**config.mk**
```make
export PLATFORM = sky130hd
export DESIGN_NAME = led_pattern_ctrl
export DESIGN_NICKNAME = d
export VERILOG_FILES = /design/src/rtl/led_pattern_ctrl.sv
export SDC_FILE = /design/constraint.sdc
export NUM_CORES = 1
export LEC_CHECK = 0
export BUFFER_PORTS_ARGS = -buffer_cell sky130_fd_sc_hd__buf_2
export CAP_MARGIN = 10
export CORE_MARGIN = 10
export CORE_UTILIZATION = 45
export CTS_CLUSTER_SIZE = 10
export DETAILED_ROUTE_END_ITERATION = 16
export PLACE_DENSITY = 0.6
export SYNTH_ARGS = -nofsm -noshare
export SYNTH_HDL_FRONTEND = slang
export SYNTH_SLANG_ARGS = --single-unit
export TNS_END_PERCENT = 30
```
**constraint.sdc**
```tcl
create_clock -name clk -period 5.1 [get_ports clk]
set_input_delay 0.255 -clock clk [delete_from_list [all_inputs] [get_ports clk]]
set_output_delay 0.255 -clock clk [all_outputs]
set_load 0.005 [all_outputs]
```
**src/rtl/led_pattern_ctrl.sv**
```systemverilog
// Four-LED pattern sequencer: debounces two active-low push-buttons, keeps a
// mode/run register and steps the selected pattern at a prescaled rate.
module led_pattern_ctrl #(
    parameter int STEP_DIV        = 12500000,
    parameter int DEBOUNCE_CYCLES = 1000000,
    parameter int CNT_W           = 24
) (
    input  logic       clk,
    input  logic       rst_n,
    input  logic       s1_n,
    input  logic       s2_n,
    output logic [3:0] led_n,
    output logic [1:0] mode,
    output logic       running
);

    typedef enum logic [1:0] {
        MODE_OFF    = 2'd0,
        MODE_CHASE  = 2'd1,
        MODE_BOUNCE = 2'd2,
        MODE_BINARY = 2'd3
    } mode_t;

    localparam logic [CNT_W-1:0] STEP_LAST = CNT_W'(STEP_DIV - 1);
    localparam logic [CNT_W-1:0] DEB_LAST  = CNT_W'(DEBOUNCE_CYCLES - 1);

    // Index 0 is s1, index 1 is s2.
    logic [1:0]            meta;
    logic [1:0]            sync;
    logic [1:0]            db;
    logic [1:0]            db_d;
    logic [1:0][CNT_W-1:0] db_cnt;
    logic [1:0]            press;

    mode_t            mode_q, mode_nx;
    logic             run_nx;
    logic [3:0]       pat, pat_nx;
    logic             dir_down, dir_nx;
    logic [CNT_W-1:0] presc, presc_nx;
    logic             tick;

    always_ff @(posedge clk or negedge rst_n) begin
        if (!rst_n) begin
            meta   <= 2'b11;
            sync   <= 2'b11;
            db     <= 2'b11;
            db_d   <= 2'b11;
            db_cnt <= '0;
        end else begin
            meta <= {s2_n, s1_n};
            sync <= meta;
            db_d <= db;
            for (int i = 0; i < 2; i++) begin
                if (sync[i] == db[i]) begin
                    db_cnt[i] <= '0;
                end else if (db_cnt[i] == DEB_LAST) begin
                    db[i]     <= sync[i];
                    db_cnt[i] <= '0;
                end else begin
                    db_cnt[i] <= db_cnt[i] + 1'b1;
                end
            end
        end
    end

    // Press is the cycle after the debounced level falls; releases are ignored.
    assign press = db_d & ~db;

    always_ff @(posedge clk or negedge rst_n) begin
        if (!rst_n) begin
            mode_q   <= MODE_CHASE;
            running  <= 1'b1;
            pat      <= 4'b0001;
            dir_down <= 1'b0;
            presc    <= '0;
        end else begin
            mode_q   <= mode_nx;
            running  <= run_nx;
            pat      <= pat_nx;
            dir_down <= dir_nx;
            presc    <= presc_nx;
        end
    end

    always_comb begin
        mode_nx  = mode_q;
        run_nx   = running;
        pat_nx   = pat;
        dir_nx   = dir_down;
        presc_nx = presc;
        tick     = running && (mode_q != MODE_OFF) && (presc == STEP_LAST);

        if (running && (mode_q != MODE_OFF)) begin
            presc_nx = tick ? '0 : presc + 1'b1;
        end

        if (tick) begin
            case (mode_q)
                MODE_CHASE: pat_nx = {pat[2:0], pat[3]};
                MODE_BOUNCE: begin
                    if (!dir_down) begin
                        pat_nx = pat << 1;
                        if (pat_nx == 4'b1000) dir_nx = 1'b1;
                    end else begin
                        pat_nx = pat >> 1;
                        if (pat_nx == 4'b0001) dir_nx = 1'b0;
                    end
                end
                MODE_BINARY: pat_nx = pat + 4'd1;
                default:     pat_nx = 4'b0000;
            endcase
        end

        if (press[1]) begin
            run_nx = ~running;
        end

        // A mode change overrides any step computed above in the same cycle.
        if (press[0]) begin
            mode_nx  = mode_t'(mode_q + 2'd1);
            presc_nx = '0;
            dir_nx   = 1'b0;
            case (mode_nx)
                MODE_CHASE, MODE_BOUNCE: pat_nx = 4'b0001;
                default:                 pat_nx = 4'b0000;
            endcase
        end
    end

    assign mode  = mode_q;
    assign led_n = ~pat;

endmodule

```
# Yosys cells after proc, flatten, opt, wreduce, memory -nomap -nowiden
# Cells that the tools add are included.
# totals
out_inout_bits	7
reg_bits	88
word_cells	63
input_bits	4
# classes
mux	18
n_reduce_logical	10
add_sub_neg	5
bitwise	6
eq_ne	12
# ops
cell	count
$mux W24	7
$add A24 B1 Y24 const B	3
$eq A24 B20 Y1 const B	2
$eq A24 B24 Y1 const B	1
$mux W4	3
$pmux W4 S3	1
$reduce_bool A2 Y1	4
$mux W1	7
$eq A2 B2 Y1 const B	3
$reduce_and A2 Y1	3
$add A4 B1 Y4 const B	1
$eq A2 B1 Y1 const B	2
$not A4 Y4	1
$eq A3 B1 Y1 const B	1
$eq A3 B3 Y1 const B	1
$not A1 Y1	3
$add A2 B1 Y2 const B	1
$and A2 B2 Y2	1
$eq A1 B1 Y1	2
$logic_and A1 B1 Y1	2
$not A2 Y2	1
$reduce_or A2 Y1	1

# Depth between registers and ports, before layout
# Gate-level depths: netlist (run 1).
# logic_depth
depth_word	6
depth_mapped	7
mapped_depth_nobuf	6

# Worst setup path before layout (run 1)
# OpenSTA, ideal clock, no wires.
# synth_timing
path_kind	register to register
start	register mode_q[0], in the netlist mode[0]
end	register presc[10]
stages_incl_launch_ff	8
arrival_ps	2089
path_buffers	1
setup_slack_ps	2879
t_required_ps	4968
cell_sequence	dfstp_2 > inv_1 > ha_1 > nor4bb_1 > nand3_1 > o21ai_1 > clkbuf_1 > nor2_1
# synth_via
elab_chain_len	6
word_cells_on_any_way	7
classes_between	mux (3); reduce/logical (4)
# synth_rtl
element	line_no	source
start: declaration	35	mode_t mode_q, mode_nx;
start signal: assignment	77	mode_q <= mode_nx;
$reduce_bool A2 Y1 *	91, 93	
$logic_and A1 B1 Y1 *	91, 93	
$logic_and A1 B1 Y1	91	tick = running && (mode_q != MODE_OFF) && (presc == STEP_LAST);
$mux W24	94	presc_nx = tick ? '0 : presc + 1'b1;
$mux W24	93	if (running && (mode_q != MODE_OFF)) begin
$mux W24	119	if (press[0]) begin
end signal: assignment	81	presc <= presc_nx;
end: declaration	39	logic [CNT_W-1:0] presc, presc_nx;
# Every way passes the cells marked *; elsewhere a longest branch is shown, timed or not. The select of a mux whose other input is x is not followed.
# A chain may end at the register's enable or synchronous reset.

# Worst setup path after layout (run 1)
# layout_timing
start	register mode_q[0], in the netlist mode[0]
end	register presc[23]
# Same word-level chain as after synthesis.

==> results.toml, run 1 <==
[setup_path]
critPathLaunch = "mode[0]"
path_buf_inv = 1
critical-path-top-delay-family = "simple AND/OR/NAND/NOR gates"
required_ps = 5390
worstSetupStartpointType = "flip-flop"
cp_max_fo = 12
crit_slowest_cell = "or4_1"
crit_chain = "inv_1 > ha_1 > nor2b_1 > o2111ai_1 > or4_1 > a21oi_1"
cp-end-kind = "flip-flop"
worst_path_largest_cell_delay_ps = 610
rrSetupSlack_ps = 2240
worstPathArrival_ps = 3150
r2r_start = "mode[0]"
r2r-end = "presc[23]"
critPathKind = "reg2reg"
cp.depth = 6
worstSetupEndpoint = "presc[23]"
r2r_cells = 6

[route]
wirelength_mm = 8.97
drc_errors = 0
wl_per_cell_um = 14.5
detail-route-antenna-nets = 0
first_pass_iters = 4
vias_per_cell = 5.73
vias = 3546
dr.first_iter.drc_count = 272

[sta]
setup_violations = 0
min_period_over_period = 0.561
totalNegativeSetupSlack_ps = 0
drv_slew = 0
hold_viol_final = 0
period_minus_slack_ps = 2860
worstMarginPinSlew_ps = 988
rsz0062_at_grt = "no"
fin_skew_ps = 8.44
fmax_mhz = 350
slew_headroom = 0.341

[floorplanning]
rows = 36
core_area_mm2 = 0.00986
dieArea_mm2 = 0.0147
io_pins = 11
die_x_um = 121
die_h_um = 121
initial_core_util = 0.468

[clock_network]
htree_levels = 3
numCtsBuffers = 9
path_clk_slew_ps = 90
cts_resized = 0
clkLatencyLatePin_ps = 360
clk_path_buf_depth = 2
cts_tree = "yes"
cts_root_buf = "clkbuf_8"
clock_sinks = 88
post_cts_buffers = 0
cts_hold_buffers = 3

[global_route]
overflow = 0
grt_first_pass_wirelength_mm = 16.0
grt_max_degree = 59
antenna_found_initial = 0
grt_pass1_vias = 3437
grtUsageTotal = 0.130

[placement]
dp_hpwl_mm = 6.17
gp_congestion = 0.855
postPlaceCellArea_mm2 = 0.00478
numPortBuffers = 10

[logic_synthesis]
mappedNetlistArea_mm2 = 0.00462
ys_top_cells_by_count = "dfrtp_1 (77), nor2_1 (42), a21oi_1 (32)"
yosys_warnings = 0
ys_types = 45
synth_seq_cells = 88
syn_inst = 474
synth_area_leaders = "dfrtp_1 (42%), dfstp_2 (6.3%), xor2_1 (4.6%), or4_1 (3.6%), a21oi_1 (3.5%)"
ys.flop_type = "dfrtp_1"
async_flop_share = 1.00
ys_seq_area_frac = 0.480
syn-num-nets = 487
synth_edf_count = 0
synth.most_common_cell = "dfrtp_1"
syn_avg_cell_area_um2 = 9.74
synth.top_cell.area_share = 0.417
yosys.area.top_type = "dfrtp_1"

[finish]
fin_area_mm2 = 0.00500
area_growth_pct = 8.21
fillCellCount = 921
n_antenna_cell = 0
fin_nets = 494
drive_gt1_frac = 0.0988

[pwr]
power.total_w = 0.00123
power_density_mw_per_mm2 = 245
total_leakage_power_nw = 1.97
vdd_drop_max_uv = 138

[job]
cap_violations = 0

[hold_path]
hold_class = "in2async"

[run_status]
status = "complete, no violations"
-- kinds of logic (layout without fill, tap and decap cells) --
logic type | Yosys count | in the layout | share of synthesized area
and+or+nand+nor | 200 | 200 | 0.242
AOI/OAI and AO/OA | 98 | 98 | 0.138
DFF | 88 | 88 | 0.480
xor gates and xnor gates | 41 | 41 | 0.0778
buffers and inverters | 35 | 47 | 0.0301
adders and majority gates | 9 | 9 | 0.0244
muxes | 3 | 3 | 0.00731
-- stage by stage --
stage                     hold WS [ps]  utilization  worst slack [ps]  instances
after floorplan                  -40.6            -              2880        474
after global placement             224        0.484              2370        600
after detailed placement           226        0.484              2260        600
after CTS                          361        0.507              2220        619
after global routing               369        0.507              1980        619
final                              357        0.507              2240        619
-- cell usage in the layout, fill, tap and decap left out, types with 4 or more instances in the layout --
| master | instances |
|---|---|
| a21oi_1 | 32 |
| and3_1 | 9 |
| and4_1 | 9 |
| buf_2 | 9 |
| buf_4 | 4 |
| clkbuf_8 | 10 |
| dfrtp_1 | 77 |
| dfstp_2 | 11 |
| ha_1 | 9 |
| inv_1 | 15 |
| nand2_1 | 29 |
| nand3_1 | 24 |
| nand4_1 | 15 |
| nor2_1 | 42 |
| nor3_1 | 8 |
| nor4_1 | 6 |
| o2111ai_1 | 6 |
| o211ai_1 | 4 |
| o21ai_0 | 24 |
| o31ai_1 | 18 |
| or3_1 | 20 |
| or4_1 | 22 |
| xnor2_1 | 17 |
| xor2_1 | 24 |
-- state kept, by name (all words and copies together), names as in the netlist --
register / cells
pat: 4
db: 2
presc: 24
db_d: 2
sync: 2
meta: 2
dir_down: 1
db_cnt: 48
mode: 2
running: 1
-- area by class of cell --
class                           instances  area [um2]  area share
Sequential cell                        88        2220       0.443
Clock buffer                           12         145      0.0290
Clock inverter                          4        45.0     0.00901
Multi-Input combinational cell        351        2260       0.453
Timing Repair Buffer                   16         105      0.0210
Tap cell                              133         166      0.0333
Inverter                               15        56.3      0.0113
-- power by group --
part	internal (W)	switching [W]
Clock	0.000238	0.000244
Sequential	0.000704	0.00000633
Combinational	0.00000839	0.0000254
-- metal layers --
layer  share of wire  track usage
met4           0.014       0.0537
met3           0.029       0.0302
met2            0.46        0.203
met1            0.50        0.170
met5               0            0
-- worst min-delay path by stage --
| stage | to | slack [ps] | cells past startpoint |
|---|---|---|---|
| 2_1_floorplan | db_cnt[0] | -40 | 0 |
| 5_1_grt | sync[0] | 370 | 0 |
| 3_5_place_dp | presc[19] | 230 | 1 |
| 3_3_place_gp | pat[2] | 220 | 1 |
| 6_report | presc[19] | 360 | 2 |
| 4_1_cts | presc[19] | 360 | 2 |
(Power assumes the default switching activity.)
==> inputs of run 2 (changes only) <==
==> constraint.sdc (replaced) <==
create_clock -name clk -period 2.79 [get_ports clk]
set_input_delay 0.1395 -clock clk [delete_from_list [all_inputs] [get_ports clk]]
set_output_delay 0.1395 -clock clk [all_outputs]
set_load 0.005 [all_outputs]
==> results.toml, run 2 (synthesized netlist as in run 1, its figures left out) <==
[sta]
fin_ws_ps = 358
fmax_mhz = 411
hold_viol_final = 0
totalNegativeSetupSlack_ps = 0
rsz0062_at_grt = "no"
slew_headroom = 0.456
period_minus_slack_ps = 2430
fin_skew_ps = 12.2
worstMarginPinSlew_ps = 816
setup_violations = 0
min_period_over_period = 0.872
drv_slew = 0

[route]
wirelength_mm = 9.08
detail-route-antenna-nets = 0
vias = 3543
wl_per_cell_um = 14.6
dr_wl_met2_mm = 4.20
dr.max_layer_used = "met4"
wl_met1_mm = 4.42
vias_per_cell = 5.68
first_pass_iters = 4
wl_met3_um = 355
dr.first_iter.drc_count = 227
drc_errors = 0

[finish]
n_antenna_cell = 0
fillCellCount = 902
post-route-util = 0.513
area_growth_pct = 9.51
final_common_cell = "dfrtp_1"
reg_top3 = "db_cnt x48, presc x24, pat x4"
drive_gt1_frac = 0.106
final_cell_mix = "dfrtp_1 (77), nor2_1 (42), a21oi_1 (32)"
largest_register_ffs = 48
fin_nets = 499
largest-register = "db_cnt"

[setup_path]
worst_path_largest_cell_delay_ps = 580
r2r_cells = 7
required_ps = 3080
crit_chain = "inv_1 > ha_1 > nor2b_1 > buf_4 > o2111ai_1 > or4_1 > a21oi_1"
cp_max_fo = 12
critPathLaunch = "mode[0]"
cp-end-kind = "flip-flop"
crit_slowest_cell = "dfstp_2"
worstSetupStartpointType = "flip-flop"
r2r_start = "mode[0]"
rrSetupSlack_ps = 360
worstSetupEndpoint = "presc[22]"
worstPathArrival_ps = 2720
critPathKind = "reg2reg"
r2r-end = "presc[22]"

[placement]
numPortBuffers = 10
dp_hpwl_mm = 6.25
dp_slack_ps = 396
gp_congestion = 0.861

[global_route]
grtUsageTotal = 0.132
antenna_found_initial = 0
grt_pass1_vias = 3470
overflow = 0
grt_max_degree = 47
grt_first_pass_wirelength_mm = 16.3

[floorplanning]
core_area_mm2 = 0.00986
io_pins = 11
die_x_um = 121
rows = 36
dieArea_mm2 = 0.0147
initial_core_util = 0.468
die_h_um = 121

[pwr]
vdd_drop_max_uv = 273
power_density_mw_per_mm2 = 450
power.total_w = 0.00228
total_leakage_power_nw = 1.99

[hold_path]
hold_class = "in2async"

[clock_network]
clk_path_buf_depth = 2
clock_sinks = 88
htree_levels = 3
numCtsBuffers = 9
post_cts_buffers = 0
clkLatencyLatePin_ps = 360
cts_resized = 0
path_clk_slew_ps = 90
cts_tree = "yes"
cts_root_buf = "clkbuf_8"

[job]
cap_violations = 0

[run_status]
status = "complete, no violations"
run 2: cell types whose count changed in the layout (fill, tap and decap cells not counted):
cell	change
clkinv_2	-3
clkbuf_1	+1
clkbuf_8	+1
buf_12	+1
buf_4	+4
clkinvlp_4	+1
run 2: through the flow:
| step | cells | instance area (um2) | hold slack [ps] |
|---|---|---|---|
| 4_1_cts | 624 | 5060 | 325 |
| 5_1_grt | 624 | 5060 | 356 |
| 2_1_floorplan | 474 | 4620 | -156 |
| 6_report | 624 | 5060 | 305 |
| 3_5_place_dp | 605 | 4830 | 182 |
| 3_3_place_gp | 605 | 4830 | 177 |
run 2: where the power goes:
group / internal (W) / switching, W
registers: 0.00129 / 0.0000112
logic: 0.0000189 / 0.0000471
clock network: 0.000465 / 0.000447
total: 0.00177 / 0.000505
run 2: worst min path at each step:
| stage | startpoint | endpoint | slack [ps] |
|---|---|---|---|
| CTS | rst_n | pat[2] | 330 |
| detailed placement | rst_n | pat[2] | 180 |
| finish | rst_n | pat[2] | 310 |
| floorplan | rst_n | db_cnt[0] | -160 |
| global placement | rst_n | pat[2] | 180 |
| global route | rst_n | pat[2] | 360 |
run 2: cell type report:
cell class / count / area (um2) / share of cell area
clock buffer: 14 / 163 / 0.0322
clock inverter: 2 / 37.5 / 0.00742
inverter: 15 / 56.3 / 0.0111
multi-input combinational: 351 / 2260 / 0.448
sequential: 88 / 2220 / 0.438
tap: 133 / 166 / 0.0329
timing repair buffer: 21 / 155 / 0.0307
run 2: critical path: cells and delay by family, from the launching register on:
kind                       cells  cell delay (ps)
AOI/OAI and AO/OA              2              510
DFF                            1              580
buffers and inverters          2              290
and+or+nand+nor                2              700
adders and majority gates      1              270
run 2: layer usage:
metal | GRT usage | vias up
met1 | 0.176 | 1712
li1 | - | 1771
met4 | 0.0484 | 0
met2 | 0.202 | 49
met5 | 0 | -
met3 | 0.0326 | 11
run 2: repair_timing:
action | in CTS | in global routing
hold endpoints to repair | 43 | 0
endpoints found under the setup margin | 0 | 0
hold buffers | 3 | 0
==> inputs of run 3 (changes only) <==
--- a/config.mk
+++ b/config.mk
@@ -8,10 +8,11 @@
 export BUFFER_PORTS_ARGS = -buffer_cell sky130_fd_sc_hd__buf_2
 export CAP_MARGIN = 10
 export CORE_MARGIN = 10
-export CORE_UTILIZATION = 45
+export CORE_UTILIZATION = 50
 export CTS_CLUSTER_SIZE = 10
 export DETAILED_ROUTE_END_ITERATION = 16
-export PLACE_DENSITY = 0.6
+export PLACE_DENSITY = 0.65
+export RECOVER_POWER = 25
 export SYNTH_ARGS = -nofsm -noshare
 export SYNTH_HDL_FRONTEND = slang
 export SYNTH_SLANG_ARGS = --single-unit
==> results.toml, run 3 (synthesized netlist as in run 1, its figures left out) <==
[floorplanning]
core_area_mm2 = 0.00911
dieArea_mm2 = 0.0135
die_x_um = 116
io_pins = 11
rows = 35
die_h_um = 116
initial_core_util = 0.507

[clock_network]
cts_root_buf = "clkbuf_8"
cts_hold_buffers = 3
post_cts_buffers = 0
htree_levels = 3
path_clk_slew_ps = 80
clock_sinks = 88
numCtsBuffers = 9
clkLatencyLatePin_ps = 350
cts_resized = 0
cts_tree = "yes"
clk_path_buf_depth = 2

[route]
detail-route-antenna-nets = 0
wirelength_mm = 8.96
vias_per_cell = 6.00
first_pass_iters = 4
drc_errors = 0
wl_per_cell_um = 14.8
dr.first_iter.drc_count = 194
vias = 3621

[sta]
hold_viol_final = 0
min_period_over_period = 0.870
hold_ws_ps = 360
totalNegativeSetupSlack_ps = 0
slew_headroom = -0.293
setup_violations = 0
fmax_mhz = 412
rsz0062_at_grt = "no"
drv_slew = 89
fin_ws_ps = 362
fin_skew_ps = 13.0
period_minus_slack_ps = 2430
worstMarginPinSlew_ps = 1940

[pwr]
power_density_mw_per_mm2 = 455
vdd_drop_max_uv = 272
total_leakage_power_nw = 2.00

[setup_path]
worstPathArrival_ps = 2710
critPathKind = "reg2reg"
worst_path_largest_cell_delay_ps = 630
crit_chain = "nor2b_1 > o2111ai_1 > or4_1 > a21oi_1"
critical-path-top-delay-family = "simple AND/OR/NAND/NOR gates"
worstSetupStartpointType = "flip-flop"
crit_slowest_cell = "or4_1"
path_buf_inv = 0
cp_max_fo = 11
required_ps = 3070
cp-end-kind = "flip-flop"

[finish]
final-seq-area_mm2 = 0.00222
final_common_cell = "dfrtp_1"
fin_nets = 501
area_growth_pct = 9.10
drive_gt1_frac = 0.105
n_antenna_cell = 0
largest-register = "db_cnt"
reg_top3 = "db_cnt x48, presc x24, pat x4"
final_cell_mix = "dfrtp_1 (77), nor2_1 (42), a21oi_1 (32)"
largest_register_ffs = 48
fillCellCount = 828
multi_input_area_mm2 = 0.00226

[global_route]
grt_max_degree = 89
grtUsageTotal = 0.144
grt_first_pass_wirelength_mm = 16.2
antenna_found_initial = 0
overflow = 0
grt_pass1_vias = 3541

[placement]
numPortBuffers = 10
dp_hpwl_mm = 6.09
dp_slack_ps = 395
gp_congestion = 0.856

[hold_path]
hold_class = "reg2reg"

[run_status]
status = "finished with violations"
violations = "capacitance limit, slew limit"

[job]
cap_violations = 1
run 3: changes by cell type in the layout (fill, tap and decap cells not counted):
cell,previous run,this run
dfstp_1,0,2
dfstp_2,11,9
buf_12,1,0
buf_4,8,9
clkbuf_4,0,1
clkbuf_8,11,12
run 3: area by class of cell:
class                      instances  area share
multi-input combinational        351       0.449
timing repair buffer              23      0.0305
tap                              111      0.0276
clock inverter                     2     0.00745
sequential                        88       0.440
inverter                          15      0.0112
clock buffer                      14      0.0343
run 3: final timing paths:
kind / from / end / slack, ps / cells after the start
max in group asynchronous: rst_n / db_cnt[27] / 630 / 3
worst max-delay path: db_d[0] / presc[23] / 360 / 4
worst min-delay path: meta[0] / sync[0] / 360 / 0
worst min register to register: meta[0] / sync[0] / 360 / 0
min in group asynchronous: rst_n / dir_down / 980 / 3
worst max register to register: db_d[0] / presc[23] / 360 / 4
run 3: worst register-to-register path: cells and delay by family, from the launching register on:
kind | cells | cell delay, ps
and+or+nand+nor | 2 | 1170
DFF | 1 | 530
AOI/OAI and AO/OA | 2 | 670
run 3: power by group:
part | total (W) | switching (W) | internal (W)
sequential | 0.00130 | 0.0000112 | 0.00129
combinational | 0.0000656 | 0.0000474 | 0.0000182
clock | 0.000927 | 0.000438 | 0.000489
total | 0.00229 | 0.000497 | 0.00179
run 3: per-stage QoR:
| step | cells | power, W | instance area, um2 | utilization |
|---|---|---|---|---|
| after floorplan | 474 | 0.00135 | 4620 | - |
| final | 604 | 0.00229 | 5040 | 0.553 |
| after detailed placement | 585 | 0.00139 | 4810 | 0.529 |
| after global routing | 604 | 0.00240 | 5040 | 0.553 |
| after CTS | 604 | 0.00233 | 5050 | 0.555 |
| after global placement | 585 | 0.00139 | 4810 | 0.529 |
run 3: routing by layer:
metal	share of wire	up-vias	global-route usage
met5	0	-	0
met4	0.0093	0	0.0434
met3	0.035	6	0.0313
met2	0.47	48	0.237
met1	0.48	1788	0.186
li1	-	1779	-
